<file path="src/rtl/fifo_wr_arbiter_if.sv">
// Requester-side handshake bundle for fifo_wr_arbiter: per-requester valid/last/data
// driven by producers, per-requester ready returned by the arbiter.
interface fifo_wr_arbiter_if #(
    parameter int NUM_REQ  = 4,
    parameter int DATA_LEN = 8
);
    logic [NUM_REQ-1:0]          req_valid;
    logic [NUM_REQ-1:0]          req_last;
    logic [NUM_REQ*DATA_LEN-1:0] req_data;
    logic [NUM_REQ-1:0]          req_ready;

    modport master (output req_valid, output req_last, output req_data, input req_ready);
    modport slave  (input req_valid, input req_last, input req_data, output req_ready);
endinterface

</file>
<file path="src/rtl/fifo_wr_arbiter.sv">
// Round-robin burst arbiter sharing one FIFO write port, with local occupancy credit.
// Optional macro FIFO_ARB_PRIO0_EN: requester 0 takes absolute priority in IDLE.
//
// state | meaning
// IDLE  | no owner; choose a winner when any requester is valid and credit remains
// XFER  | grant_id owns the write port until last beat or MAX_BURST beats
module fifo_wr_arbiter #(
    parameter int NUM_REQ    = 4,
    parameter int DATA_LEN   = 8,
    parameter int DEPTH      = 8,
    parameter int ADDR_WIDTH = 3,
    parameter int MAX_BURST  = 4
) (
    input  logic                  clk,
    input  logic                  sys_rst_n,
    fifo_wr_arbiter_if.slave      req,
    output logic                  fifo_wr_en,
    output logic [DATA_LEN-1:0]   fifo_data_in,
    input  logic                  fifo_rd_en,
    input  logic                  fifo_empty,
    output logic [2:0]            grant_id,
    output logic                  busy,
    output logic [ADDR_WIDTH:0]   occupancy
);
    localparam int                  BW      = $clog2(MAX_BURST + 1);
    localparam logic [ADDR_WIDTH:0] DEPTH_C = (ADDR_WIDTH + 1)'(DEPTH);
    localparam logic [2:0]          LAST_ID = 3'(NUM_REQ - 1);
    localparam logic [BW-1:0]       BEAT_LAST_C = BW'(MAX_BURST - 1);

    typedef enum logic {IDLE = 1'b0, XFER = 1'b1} state_t;

    state_t                      state, state_next;
    logic [2:0]                  rr_ptr;
    logic [BW-1:0]               beat_cnt;
    logic                        prio_grant;
    logic [2:0]                  win_id;
    logic                        win_found;
    logic                        win_prio;
    logic [3:0]                  cand;
    logic [NUM_REQ-1:0]          vshift;
    logic [NUM_REQ-1:0]          gshift_v;
    logic [NUM_REQ-1:0]          gshift_l;
    logic [NUM_REQ*DATA_LEN-1:0] dshift;
    logic                        sel_valid;
    logic                        sel_last;
    logic [DATA_LEN-1:0]         sel_data;
    logic                        credit_ok;
    logic                        xfer;
    logic                        burst_end;
    logic                        rd_ok;

    // Upward search from rr_ptr with wrap; the first valid requester wins.
    always_comb begin
        win_found = 1'b0;
        win_id    = rr_ptr;
        win_prio  = 1'b0;
        cand      = '0;
        vshift    = '0;
        for (int i = 0; i < NUM_REQ; i++) begin
            cand = {1'b0, rr_ptr} + 4'(i);
            if (cand >= 4'(NUM_REQ))
                cand = cand - 4'(NUM_REQ);
            vshift = req.req_valid >> cand;
            if (!win_found && vshift[0]) begin
                win_found = 1'b1;
                win_id    = cand[2:0];
            end
        end
`ifdef FIFO_ARB_PRIO0_EN
        // A priority win only counts when round-robin alone would not have picked 0.
        if (req.req_valid[0] && win_id != 3'd0) begin
            win_found = 1'b1;
            win_id    = 3'd0;
            win_prio  = 1'b1;
        end
`endif
    end

    always_comb begin
        gshift_v  = req.req_valid >> grant_id;
        gshift_l  = req.req_last >> grant_id;
        dshift    = req.req_data >> (int'(grant_id) * DATA_LEN);
        sel_valid = gshift_v[0];
        sel_last  = gshift_l[0];
        sel_data  = dshift[DATA_LEN-1:0];
    end

    assign credit_ok = (occupancy < DEPTH_C);
    assign xfer      = (state == XFER) && sel_valid && credit_ok;
    assign burst_end = xfer && (sel_last || (beat_cnt == BEAT_LAST_C));
    assign rd_ok     = fifo_rd_en && !fifo_empty && (occupancy != '0);
    assign busy      = (state == XFER);
    assign req.req_ready = ((state == XFER) && credit_ok) ? (NUM_REQ'(1) << grant_id) : '0;

    always_ff @(posedge clk or negedge sys_rst_n) begin
        if (!sys_rst_n) state <= IDLE;
        else            state <= state_next;
    end

    always_comb begin
        state_next = state;
        case (state)
            IDLE:    if (win_found && credit_ok) state_next = XFER;
            XFER:    if (burst_end)              state_next = IDLE;
            default: state_next = IDLE;
        endcase
    end

    always_ff @(posedge clk or negedge sys_rst_n) begin
        if (!sys_rst_n) begin
            grant_id   <= '0;
            prio_grant <= 1'b0;
            rr_ptr     <= '0;
            beat_cnt   <= '0;
        end else begin
            if (state == IDLE && state_next == XFER) begin
                grant_id   <= win_id;
                prio_grant <= win_prio;
            end
            if (burst_end)
                beat_cnt <= '0;
            else if (xfer)
                beat_cnt <= beat_cnt + BW'(1);
            if (burst_end && !prio_grant)
                rr_ptr <= (grant_id == LAST_ID) ? 3'd0 : grant_id + 3'd1;
        end
    end

    // Credit is taken at accept time so the in-flight registered write is already reserved.
    always_ff @(posedge clk or negedge sys_rst_n) begin
        if (!sys_rst_n) begin
            fifo_wr_en   <= 1'b0;
            fifo_data_in <= '0;
            occupancy    <= '0;
        end else begin
            fifo_wr_en <= xfer;
            if (xfer)
                fifo_data_in <= sel_data;
            case ({xfer, rd_ok})
                2'b10:   occupancy <= occupancy + 1'b1;
                2'b01:   occupancy <= occupancy - 1'b1;
                default: occupancy <= occupancy;
            endcase
        end
    end
endmodule
</file>
<file path="src/flat_wrapper.sv">
// flat-port wrapper written by rule: the top's interface ports become plain ports
module fifo_wr_arbiter_flat 
#(
    parameter int NUM_REQ    = 4,
    parameter int DATA_LEN   = 8,
    parameter int DEPTH      = 8,
    parameter int ADDR_WIDTH = 3,
    parameter int MAX_BURST  = 4
)
  (clk, sys_rst_n, fifo_wr_en, fifo_data_in, fifo_rd_en, fifo_empty, grant_id, busy, occupancy, req_req_valid, req_req_last, req_req_data, req_req_ready);
  fifo_wr_arbiter_if #(.NUM_REQ(NUM_REQ), .DATA_LEN(DATA_LEN)) req_i ();
  input  logic clk;
  input  logic sys_rst_n;
  output logic fifo_wr_en;
  output logic [DATA_LEN-1:0] fifo_data_in;
  input  logic fifo_rd_en;
  input  logic fifo_empty;
  output logic [2:0] grant_id;
  output logic busy;
  output logic [ADDR_WIDTH:0] occupancy;
  input wire logic [$bits(req_i.req_valid)-1:0] req_req_valid;
  input wire logic [$bits(req_i.req_last)-1:0] req_req_last;
  input wire logic [$bits(req_i.req_data)-1:0] req_req_data;
  output wire logic [$bits(req_i.req_ready)-1:0] req_req_ready;
  assign req_i.req_valid = req_req_valid;
  assign req_i.req_last = req_req_last;
  assign req_i.req_data = req_req_data;
  assign req_req_ready = req_i.req_ready;
  fifo_wr_arbiter #(.NUM_REQ(NUM_REQ), .DATA_LEN(DATA_LEN), .DEPTH(DEPTH), .ADDR_WIDTH(ADDR_WIDTH), .MAX_BURST(MAX_BURST)) u_core (.clk(clk), .sys_rst_n(sys_rst_n), .req(req_i), .fifo_wr_en(fifo_wr_en), .fifo_data_in(fifo_data_in), .fifo_rd_en(fifo_rd_en), .fifo_empty(fifo_empty), .grant_id(grant_id), .busy(busy), .occupancy(occupancy));
endmodule
</file>
<file path="config.mk">
export PLATFORM = sky130hd
export DESIGN_NAME = fifo_wr_arbiter_flat
export DESIGN_NICKNAME = d
export VERILOG_FILES = /design/src/rtl/fifo_wr_arbiter_if.sv /design/src/rtl/fifo_wr_arbiter.sv /design/src/flat_wrapper.sv
export SDC_FILE = /design/constraint.sdc
export NUM_CORES = 1
export LEC_CHECK = 0
export CAP_MARGIN = 10
export CELL_PAD_IN_SITES_DETAIL_PLACEMENT = 1
export CELL_PAD_IN_SITES_GLOBAL_PLACEMENT = 2
export CORE_MARGIN = 2
export CORE_UTILIZATION = 27
export DETAILED_ROUTE_END_ITERATION = 8
export PLACE_DENSITY_LB_ADDON = 0.1
export SYNTH_ARGS = -nofsm -noshare
export SYNTH_HDL_FRONTEND = slang
export SYNTH_SLANG_ARGS = --single-unit
</file>
<file path="constraint.sdc">
create_clock -name clk -period 3.2 [get_ports clk]
set_input_delay 0.32 -clock clk [delete_from_list [all_inputs] [get_ports clk]]
set_output_delay 0.32 -clock clk [all_outputs]
set_load 0.05 [all_outputs]
</file>
# --- Yosys cells after proc, flatten, opt, wreduce, memory -nomap -nowiden ---
# Index checks and enable logic that the tools add are counted.
totals:
  word_cells: 75
  output_inout_bits: 21
  reg_bits: 23
  input_bits: 44
classes:
  mux: 20
  n_addsub: 11
  n_eq_ne: 4
  n_reduce_logical: 19
  bitwise: 1
  magnitude_cmp: 5
  shifts: 8
op_table:
  columns: ["operator", "n"]
  rows:
  - [">> shifter 32 x 6 -> 8 bit", 1]
  - ["2-to-1 mux 3 bit", 7]
  - ["2-to-1 mux 4 bit", 5]
  - [">> shifter 4 x 4 -> 1 bit", 4]
  - ["greater-or-equal comparator 4 x 3 -> 1 bit, second input constant", 3]
  - ["subtractor 4 x 3 -> 4 bit, second input constant", 3]
  - ["logical AND 1 bit", 11]
  - ["adder 3 x 2 -> 4 bit, second input constant", 2]
  - ["case mux 4 bit (2 select lines)", 1]
  - [">> shifter 4 x 3 -> 1 bit", 2]
  - ["adder 3 x 1 -> 3 bit, second input constant", 2]
  - ["equality test 3 x 2 -> 1 bit, second input constant", 2]
  - ["2-to-1 mux 1 bit", 6]
  - ["adder 3 x 1 -> 4 bit, second input constant", 1]
  - ["adder 4 x 1 -> 4 bit, second input constant", 1]
  - ["zero test 1 bit", 4]
  - ["< comparator 4 bit, second input constant", 1]
  - ["nonzero test 2 bit", 2]
  - ["nonzero test 4 bit", 1]
  - ["left shift 1 x 3 -> 4 bit, first input constant", 1]
  - ["subtractor 3 x 3 -> 4 bit, second input constant", 1]
  - ["subtractor 4 x 1 -> 4 bit, second input constant", 1]
  - ["greater-or-equal comparator 3 bit, second input constant", 1]
  - ["equality test 2 x 1 -> 1 bit, second input constant", 1]
  - ["4 further kinds", 4]

# --- Logic depth before layout (Yosys ltp) ---
logic_depth:
  word_depth: 17
  depth_mapped: 11
  ltp_nobuf: 9

# --- Worst setup path after synthesis ---
# No wires, ideal clock.
synth_timing:
  path_kind: "register to register"
  start: "register u_core.grant_id[0]"
  end: "register u_core.occupancy[3]"
  synth_period_minus_slack_ns: 2.957
  path_stages_with_launch: 11
  setup_slack_ns: 0.243
  setup_ns: 0.147
  t_arrival_ns: 2.810
  path_buffers: 1
  required_time_ns: 3.053
  cell_sequence: "dfrtp_1 > mux4_2 > nand2_1 > buf_2 > ha_1 > ha_1 > a21o_1 > a21oi_1 > xnor2_1 > nor2_1 > xor2_1"
synth_via:
  elab_chain_cells: 5
  word_cells_on_any_way: 7
  cone_classes: "eq/ne (2); shift (1); mux (1); reduce/logical (3)"
synth_lines:
  columns: ["element", "line_no", "source"]
  rows:
  - ["from (decl)", "fifo_wr_arbiter.sv:21", "output logic [2:0] grant_id,"]
  - ["from (signal assigned)", "fifo_wr_arbiter.sv:117", "grant_id <= win_id;"]
  - [">> shifter 4 x 3 -> 1 bit *", "fifo_wr_arbiter.sv:80", "gshift_v = req.req_valid >> grant_id;"]
  - ["logical AND 1 bit * (2 in series)", "fifo_wr_arbiter.sv:89", "assign xfer = (state == XFER) && sel_valid && credit_ok;"]
  - ["equality test 2 x 1 -> 1 bit / equality test 2 bit (equally long branches)", "fifo_wr_arbiter.sv:139", "case ({xfer, rd_ok})"]
  - ["case mux 4 bit (2 select lines) / nonzero test 2 bit (equally long branches)", null, null]
  - ["to (signal assigned)", "fifo_wr_arbiter.sv:140", "2'b10: occupancy <= occupancy + 1'b1;"]
  - ["to (signal assigned)", "fifo_wr_arbiter.sv:141", "2'b01: occupancy <= occupancy - 1'b1;"]
  - ["to (signal assigned)", "fifo_wr_arbiter.sv:142", "default: occupancy <= occupancy;"]
  - ["to (decl)", "fifo_wr_arbiter.sv:23", "output logic [ADDR_WIDTH:0] occupancy"]
# Every way passes the cells marked *; elsewhere a longest branch is shown, timed or not.
# A chain may end at the register's enable or synchronous reset.

# --- Worst setup path after layout ---
layout_timing:
  start: "register u_core.rr_ptr[1]"
  end: "register u_core.grant_id[0]"
layout_via:
  elab_chain_cells: 17
  word_cells_on_any_way: 37
  cone_classes: "add/sub (7); order compare (4); shift (4); mux (14); reduce/logical (8)"
layout_lines:
  columns: ["element", "line_no", "source"]
  rows:
  - ["from (decl)", "fifo_wr_arbiter.sv:33", "logic [2:0] rr_ptr;"]
  - ["from (signal assigned)", "fifo_wr_arbiter.sv:125", "rr_ptr <= (grant_id == LAST_ID) ? 3'd0 : grant_id + 3'd1;"]
  - ["branches (longest 17 deep; another with adder 3 x 1 -> 4 bit)", null, null]
# Parallel ways; which one is timed is not known.

==> impl_metrics.csv <==
group,metric,value,unit
logic_synthesis,synthCells,148,
global_route,grt_pass1_vias,1551,
pwr,pwr-share-seq,22.8,%
logic_synthesis,netlist.area_leader.share,34.6,%
drt,ant_nets,0,
logic_synthesis,synth_cell_types,40,
worst_setup_path,start_kind,"flip-flop",
drt,via_count,1427,
sta,fmax,0.383,GHz
sta,slew_violations,0,
die,die_area,0.00681,mm²
worst_setup_path,cp.arrival,2800,ps
placed_design,portBuffers,64,
worst_setup_path,cp_max_fo,7,
layout,fin_cells,290,
logic_synthesis,synth-edff-count,0,
placed_design,gp_congestion,0.856,
logic_synthesis,syn_nets,203,
sta,fin_crit_sh,81.6,%
drt,wire_per_inst,16.7,µm
logic_synthesis,post-synth-top-count-cell,"dfrtp_1",
pwr,pwr-share-comb,69.6,%
layout,drive_gt1_share,14.9,%
sta,period_needed,2610,ps
global_route,grt.total_usage,14.0,%
cts,cts-root-buf,"clkbuf_8",
logic_synthesis,synthXorXnorAreaFrac,2.10,%
drt,detail_route.first_pass.iterations,4,
layout,fin_util,40.7,%
logic_synthesis,synthSimpleGateAreaFrac,11.9,%
drt,drt_wl_total,4830,µm
layout,antenna_cells,0,
flow_run,cap_viol_max_count,0,
layout,finalInstanceArea,0.00243,mm²
min_path,hp-class,"in -> async",
logic_synthesis,netlist_top_cells_count,"dfrtp_1 (23), inv_1 (13), mux4_2 (11)",
pwr,irDropWorstVdd,0.425,mV
pwr,power_density,978,mW/mm²
worst_setup_path,cp.depth,7,
layout,areaGrowthSynthToFinish,45.7,%
cts,cts_resized,0,
worst_setup_path,path_delay_family,"multiplexers",
worst_setup_path,slowest_delay,600,ps
worst_setup_path,r2r.worst_path.cells,7,
logic_synthesis,netlist.top_cell.by_area,"dfrtp_1",
logic_synthesis,synthTopCellsByArea,"dfrtp_1 (35%), mux4_2 (15%), ha_1 (7.5%)",
layout,nets,271,
global_route,grt_max_degree,24,
cts,clkTransAtPathRegs,90,ps
worst_setup_path,critical_path_class,"reg -> reg",
logic_synthesis,yosysWarnings,0,
worst_setup_path,crit_path_cell_trace,"inv_1 -> ha_1 -> mux4_2 -> a2111oi_4 -> a31oi_2 -> or3_1 -> nand4_1",
pwr,swShare,49.0,%
drt,drt_iter0_markers,37,
logic_synthesis,synth-compound-area-share,13.1,%
logic_synthesis,ys_ff_latch,23,
pwr,clockPowerShare,7.7,%
logic_synthesis,async_flop_share,100,%
run_status,outcome,"completed",
sta,fin_skew,8.33,ps
sta,rsz0062_at_grt,"false",
placed_design,pre_cts_ws,358,ps
cts,cts_setup_buffers,0,
worst_setup_path,cp_num_buf_inv,1,
global_route,grt_pass1_wl,7470,µm
worst_setup_path,startpoint,"u_core.rr_ptr[1]",
placed_design,place_area,0.00238,mm²
cts,worstSkewPairLatency,260,ps
placed_design,place_inst,286,
worst_setup_path,cp.required,3390,ps
placed_design,dp_hpwl,3800,µm
worst_setup_path,endpoint_kind,"flip-flop",
logic_synthesis,synth_area_per_cell,11.3,µm²
worst_setup_path,r2r_start,"u_core.rr_ptr[1]",
global_route,overflow,0,
sta,fin_ws,590,ps
die,dieHeight,82.5,µm
die,io_pins,65,
logic_synthesis,synth_sequential_area_ratio,34.6,%
global_route,antenna_found_initial,0,
sta,slew_headroom,64.6,%
drt,drc,0,
sta,setup_violations,0,
die,rows,28,
cts,cts_tree,"yes",
logic_synthesis,synth_adder_area_share,8.72,%
logic_synthesis,syn_area,0.00167,mm²
die,start_util,28.0,%
die,die_w,82.5,µm
sta,fin_setup_tns,0,ps
die,core,0.00596,mm²
worst_setup_path,slowest_stage,"mux4_2",
cts,clock_sinks,23,
cts,cts-hold-fix-buffers,0,
sta,worst_pin_slew,530,ps
logic_synthesis,muxShareOfSynthArea,22.8,%
pwr,p_leak,0.000982,µW
pwr,intPower,1210,µW
drt,via_per_inst,4.92,
pwr,p_switching,1160,µW
cts,htreeDepth,1,
cts,clockBufferDepth,2,
logic_synthesis,synth_ff_type,"dfrtp_1",
cts,cts_buffers,3,
logic_synthesis,synth_top_family_by_area,"multiplexers",
sta,hold_violations,0,
[flip-flops by register name, indices dropped and copies added, names as in the netlist]
name                 cells
u_core.fifo_wr_en        1
u_core.beat_cnt          3
u_core.busy              1
u_core.fifo_data_in      8
u_core.rr_ptr            3
u_core.grant_id          3
u_core.occupancy         4
[power groups by stage]
stage	combinational, µW	clock [µW]	sequential, µW
after floorplan	868	0	874
after global placement	1650	0	543
after detailed placement	1670	0	551
after CTS	1670	193	546
after global routing	1780	205	561
final	1650	182	540
[final timing paths]
| kind | endpoint | slack [ps] |
|---|---|---|
| worst max-delay path | u_core.grant_id[0] | 590 |
| worst min-delay path | u_core.fifo_data_in[1] | 410 |
| worst max register to register | u_core.grant_id[0] | 590 |
| worst min register to register | u_core.beat_cnt[1] | 500 |
| max in group asynchronous | u_core.rr_ptr[2] | 2530 |
| min in group clk | u_core.beat_cnt[1] | 500 |
[routing by layer]
layer	vias to the layer above	global-route usage, %	wire length [µm]
met5	-	0	0
met1	700	17.9	2080
met4	0	2.46	13
met3	2	2.28	415
met2	50	25.1	2320
li1	675	-	-
[worst register-to-register path, stage by stage (launching register included)]
cell       delay, ps
dfrtp_1          450
inv_1             80
ha_1             440
mux4_2           610
a2111oi_4        390
a31oi_2          120
or3_1            370
nand4_1           90
[cell families after synthesis]
| group | count (synthesis) |
|---|---|
| and+or+nand+nor | 37 |
| DFF | 23 |
| buffers and inverters | 20 |
| adders and majority gates | 11 |
| muxes | 23 |
| xor gates and xnor gates | 4 |
| AOI/OAI and AO/OA | 30 |
[cell type report]
type	instances	area, µm²
Clock buffer	4	45.0
Sequential cell	23	576
Multi-Input combinational cell	105	977
Fill cell	667	3530
Tap cell	75	93.8
Timing Repair Buffer	70	686
Inverter	13	48.8
[stage by stage]
step                      hold slack (ps)  total power [µW]
after floorplan                      24.4              1740
after global placement                464              2190
after detailed placement              490              2220
after CTS                             426              2410
after global routing                  463              2550
final                                 413              2370
[placed cells by master (no fill, tap or decap), types with 4 or more instances in the layout]
cell	n
mux4_2	11
nand4_1	4
ha_1	10
buf_4	6
o21ai_0	10
clkdlybuf4s50_1	64
nor2_1	4
a21oi_1	5
mux2_2	9
and2_1	6
inv_1	13
dfrtp_1	23
nand2_1	9
Power figures use the tool's default switching activity.
